<file path="src/rtl/seq_shift_unit_pkg.sv">
// Shared encodings for the multi-cycle shift sequencer.
package seq_shift_unit_pkg;

   typedef enum logic [1:0] {
      OP_LSL = 2'b00,
      OP_LSR = 2'b01,
      OP_ASL = 2'b10,
      OP_ASR = 2'b11
   } op_e;

   typedef enum logic [1:0] {
      S_IDLE  = 2'b00,
      S_SHIFT = 2'b01,
      S_DONE  = 2'b10
   } state_e;

endpackage

</file>
<file path="src/rtl/seq_shift_unit_shift_step.sv">
// One 1-bit shift step plus the MSB-change flag for that step.
module shift_step
   import seq_shift_unit_pkg::*;
#(
   parameter int unsigned WIDTH = 16
) (
   input  logic [WIDTH-1:0] y,
   input  op_e              op,
   output logic [WIDTH-1:0] y_nxt,
   output logic             of_bit
);

   always_comb begin
      y_nxt = y;
      case (op)
         OP_LSL, OP_ASL: y_nxt = {y[WIDTH-2:0], 1'b0};
         OP_LSR:         y_nxt = {1'b0, y[WIDTH-1:1]};
         OP_ASR:         y_nxt = {y[WIDTH-1], y[WIDTH-1:1]};
         default:        y_nxt = y;
      endcase
      of_bit = y[WIDTH-1] ^ y_nxt[WIDTH-1];
   end

endmodule

</file>
<file path="src/rtl/seq_shift_unit.sv">
// Shift sequencer: latches an operand and applies one 1-bit shift per clock,
// accumulating a sticky overflow, with a start/busy/done handshake.
module seq_shift_unit
   import seq_shift_unit_pkg::*;
#(
   parameter int unsigned WIDTH = 16,
   parameter int unsigned AMT_W = 4
) (
   input  logic             clk,
   input  logic             rst,
   input  logic             start,
   input  logic [1:0]       op,
   input  logic [AMT_W-1:0] amt,
   input  logic [WIDTH-1:0] A,
   output logic             busy,
   output logic             done,
   output logic [WIDTH-1:0] Y,
   output logic             OF
);

   state_e           state, state_nxt;
   op_e              op_r;
   logic [AMT_W-1:0] cnt;
   logic [WIDTH-1:0] y_step;
   logic             of_step;
   logic             accept;

   shift_step #(.WIDTH(WIDTH)) u_step (
      .y      (Y),
      .op     (op_r),
      .y_nxt  (y_step),
      .of_bit (of_step)
   );

   always_ff @(posedge clk or posedge rst) begin
      if (rst) state <= S_IDLE;
      else     state <= state_nxt;
   end

   always_comb begin
      state_nxt = state;
      accept    = 1'b0;
      busy      = 1'b0;
      done      = 1'b0;
      case (state)
         S_IDLE: begin
            if (start) begin
               accept    = 1'b1;
               state_nxt = (amt == '0) ? S_DONE : S_SHIFT;
            end
         end
         S_SHIFT: begin
            busy = 1'b1;
            if (cnt == AMT_W'(1)) state_nxt = S_DONE;
         end
         S_DONE: begin
            done      = 1'b1;
            state_nxt = S_IDLE;
         end
         default: state_nxt = S_IDLE;
      endcase
   end

   // Operand/op latch happens only on acceptance, so inputs may change freely afterwards.
   always_ff @(posedge clk or posedge rst) begin
      if (rst) begin
         Y    <= '0;
         OF   <= 1'b0;
         cnt  <= '0;
         op_r <= OP_LSL;
      end else if (accept) begin
         Y    <= A;
         OF   <= 1'b0;
         cnt  <= amt;
         op_r <= op_e'(op);
      end else if (state == S_SHIFT) begin
         Y    <= y_step;
         OF   <= OF | of_step;
         cnt  <= cnt - AMT_W'(1);
      end
   end

endmodule

</file>
<file path="config.mk">
export PLATFORM = sky130hd
export DESIGN_NAME = seq_shift_unit
export DESIGN_NICKNAME = d
export VERILOG_FILES = /design/src/rtl/seq_shift_unit_pkg.sv /design/src/rtl/seq_shift_unit_shift_step.sv /design/src/rtl/seq_shift_unit.sv
export SDC_FILE = /design/constraint.sdc
export NUM_CORES = 1
export LEC_CHECK = 0
export ABC_AREA = 1
export BUFFER_PORTS_ARGS = -buffer_cell sky130_fd_sc_hd__buf_4
export CORE_AREA = 2 2 72 74
export DETAILED_ROUTE_END_ITERATION = 6
export DIE_AREA = 0 0 74 76
export PLACE_DENSITY = 0.62
export SETUP_SLACK_MARGIN = 0.2
export SLEW_MARGIN = 5
export SYNTH_ARGS = -nofsm -noshare
export SYNTH_HDL_FRONTEND = slang
export SYNTH_HIERARCHICAL = 1
export SYNTH_SLANG_ARGS = --single-unit
</file>
<file path="constraint.sdc">
create_clock -name clk -period 1.64 [get_ports clk]
set_input_delay 0.164 -clock clk [delete_from_list [all_inputs] [get_ports clk]]
set_output_delay 0.164 -clock clk [all_outputs]
set_load 0.005 [all_outputs]
</file>
==> summary.md <==
| Metric | Value |
|---|---|
| Die height | `~76 µm` |
| Final setup vio count | `0` |
| Result of the run | `finished clean` |
| Syn Std Cell Area | `0.00166 mm²` |
| Starting Density | `33.7%` |
| ANT cells | `0` |
| Die Width | `~74 µm` |
| DP Wirelength | `2.72 mm` |
| Setup_tns | `0 ns` |
| Iteration-0 DRC Markers | `89` |
| Worst vdd ir | `approximately 0.73 mV` |
| Worst Max-Slew Pin Slew | `roughly 0.34 ns` |
| Maxcap violations | `0` |
| Slew headroom | `just under 80%` |
| Final nets | `328` |
| CTS tree | `yes` |
| CP max FO | `11` |
| Largest net degree at the start of global routing | `29` |
| CP Data Arrival Time | `around 1.2 ns` |
| CTS Buf Count | `3` |
| Core area | `roughly 0.005 mm²` |
| P_leak | `between 1 and 1.5 nW` |
| Flops & latches, synth | `25` |
| Crit path time final | `1.34 ns` |
| Post-DRT Antenna Nets | `0` |
| Startpoint Class | `register` |
| Synthesized area per cell | `roughly 6.4 µm²` |
| DIE AREA | `0.00562 mm²` |
| Fin crit share | `between 80% and 90%` |
| Root Buffer | `clkbuf_8` |
| IO Port Bufs | `43` |
| Clock sink count | `25` |
| Total grt overflow | `0` |
| Routed WL | `3.77 mm` |
| RePlAce Congestion | `just under 0.8` |
| Deepest clock path buffer count | `2` |
| Site Rows | `26` |
| Power density over the cells | `1730 mW/mm²` |
| Finished Layout Cells | `between 300 and 400` |
| Drt pass-1 iters | `4` |
| Initial antenna violation count | `0` |
| Hold Path Class | `input pin to register` |
| First-pass GRT wire length | `6.51 mm` |
| Placed insts | `around 370` |
| CP Data Required Time | `between 1 and 1.5 ns` |
| Syn nets | `roughly 290` |
| Commonest non-fill, non-tap cell in the layout | `nand2_1` |
| Skew-Pair Late Insertion Delay | `between 0.2 and 0.3 ns` |
| Share of cells above drive strength 1 | `20.3%` |
| Crit path kind | `register to output pin` |
| FMAX | `between 700 and 800 MHz` |
| Overall Global Routing Usage | `about 14%` |
| Ys Warns | `6` |
| Final Hold Fails | `0` |
| Clk_skew | `around 0.006 ns` |
| Post-synth EDFFs | `0` |
| Distinct cell type count after synthesis | `18` |
| Area Overhead vs Synth | `26.8%` |
| Sequential area share after synthesis | `between 30% and 40%` |
| DRC Markers | `0` |
| Clock slew at reported path FFs | `0.09 ns` |
| Final Power | `between 0.003 and 0.004 W` |
| Syn Inst Count | `between 200 and 300` |
| Crit end category | `output pin` |
| Async SR Flop Fraction | `100%` |
| Post-CTS Setup Bufs | `0` |
| # H-tree levels | `1` |
| Routed WL per cell | `10.2 µm` |
| Commonest cells after routing, fill and taps aside | `nand2_1, buf_4, inv_1, nand3_1, dfrtp_1` |
| Final Max Slew Viols | `0` |
| Routed vias | `~1600` |
| Top FF cell, synth | `dfrtp_1` |
| Ports | `44` |
| RSZ-0062 raised after global routing | `no` |
| Vias per cell | `around 4.3` |
| Vias in the first global route | `around 1500` |
[layout make-up]
cell class                      instances  area [µm²]
Clock inverter                          1        5.00
Tap cell                               70        87.6
Timing Repair Buffer                   49         395
Inverter                               46         175
Fill cell                             540        2810
Multi-Input combinational cell        176         768
Clock buffer                            3        41.3
Sequential cell                        25         626
[stage by stage]
stage          util, %  hold slack [ns]  worst slack (ns)  area, µm²
3_3_place_gp      41.4            0.246             0.293       2030
3_5_place_dp      41.4            0.258             0.224       2030
2_1_floorplan        -            0.191             0.598       1660
4_1_cts           42.6           0.0756             0.212       2090
6_report          42.7           0.0886             0.297       2100
5_1_grt           42.7           0.0939             0.201       2100
[cells by family (layout without fill, tap and decap cells)]
kind of cell             Yosys count  in the layout  synth area share, %
AND/OR/NAND/NOR                  152            152                 37.6
AO/OA/AOI/OAI                     21             21                 6.35
XOR/XNOR                           1              1                0.529
flip-flops                        25             25                 37.8
adder cells (fa/ha/maj)            2              2                 1.51
buffers and inverters             57             99                 16.3
[cell usage after synthesis, types with 2 or more instances]
master / number / area, µm²
nand2_1: 113 / 424
inv_1: 42 / 158
nand3_1: 28 / 140
dfrtp_1: 25 / 626
o21ai_1: 11 / 55.1
o21ai_0: 10 / 50.1
nor2_1: 6 / 22.5
buf_6: 5 / 56.3
buf_2: 3 / 15.0
buf_4: 3 / 22.5
inv_2: 3 / 11.3
ha_1: 2 / 25.0
nand2_2: 2 / 12.5
[path summary, 6_finish.rpt]
kind                       startpoint      end  slack, ns  depth (start not counted)
hold / removal                  op[1]  op_r[1]       0.09                          3
setup / recovery             state[1]     busy       0.30                          4
min in group asynchronous         rst       OF       0.50                          4
hold reg to reg               op_r[1]  op_r[1]       0.50                          2
setup reg to reg             state[0]     Y[6]       0.35                          6
max in group asynchronous         rst    Y[12]       0.88                          4
[critical path, stage by stage, from the launching register on]
cell     delay (ns)
dfrtp_1        0.41
inv_2          0.12
nand2_4        0.13
inv_2          0.13
buf_4          0.12
[registers in the layout (all words and copies together), names as in the netlist]
signal / flops
state: 2
Y: 16
op_r: 2
OF: 1
cnt: 4
[routing by layer]
layer  routed length [µm]  global-route usage, %  up-vias
met1                 1870                   18.9      696
met3                  186                   3.97        2
met5                    0                      0        -
met2                 1700                   23.7       38
li1                     -                      -      863
met4                   17                   2.73        0
[timing repair]
| action | in CTS | in global routing |
|---|---|---|
| resized for setup | 1 | 1 |
| setup endpoints to repair | 1 | 1 |
| hold buffers | 1 | 0 |
| endpoints found under the hold margin | 25 | 0 |
[where the power goes]
group	internal (W)	switching [W]
sequential	0.000908	0.000304
clock	0.000170	0.000207
combinational	0.000916	0.00114
Power figures use the tool's default switching activity.
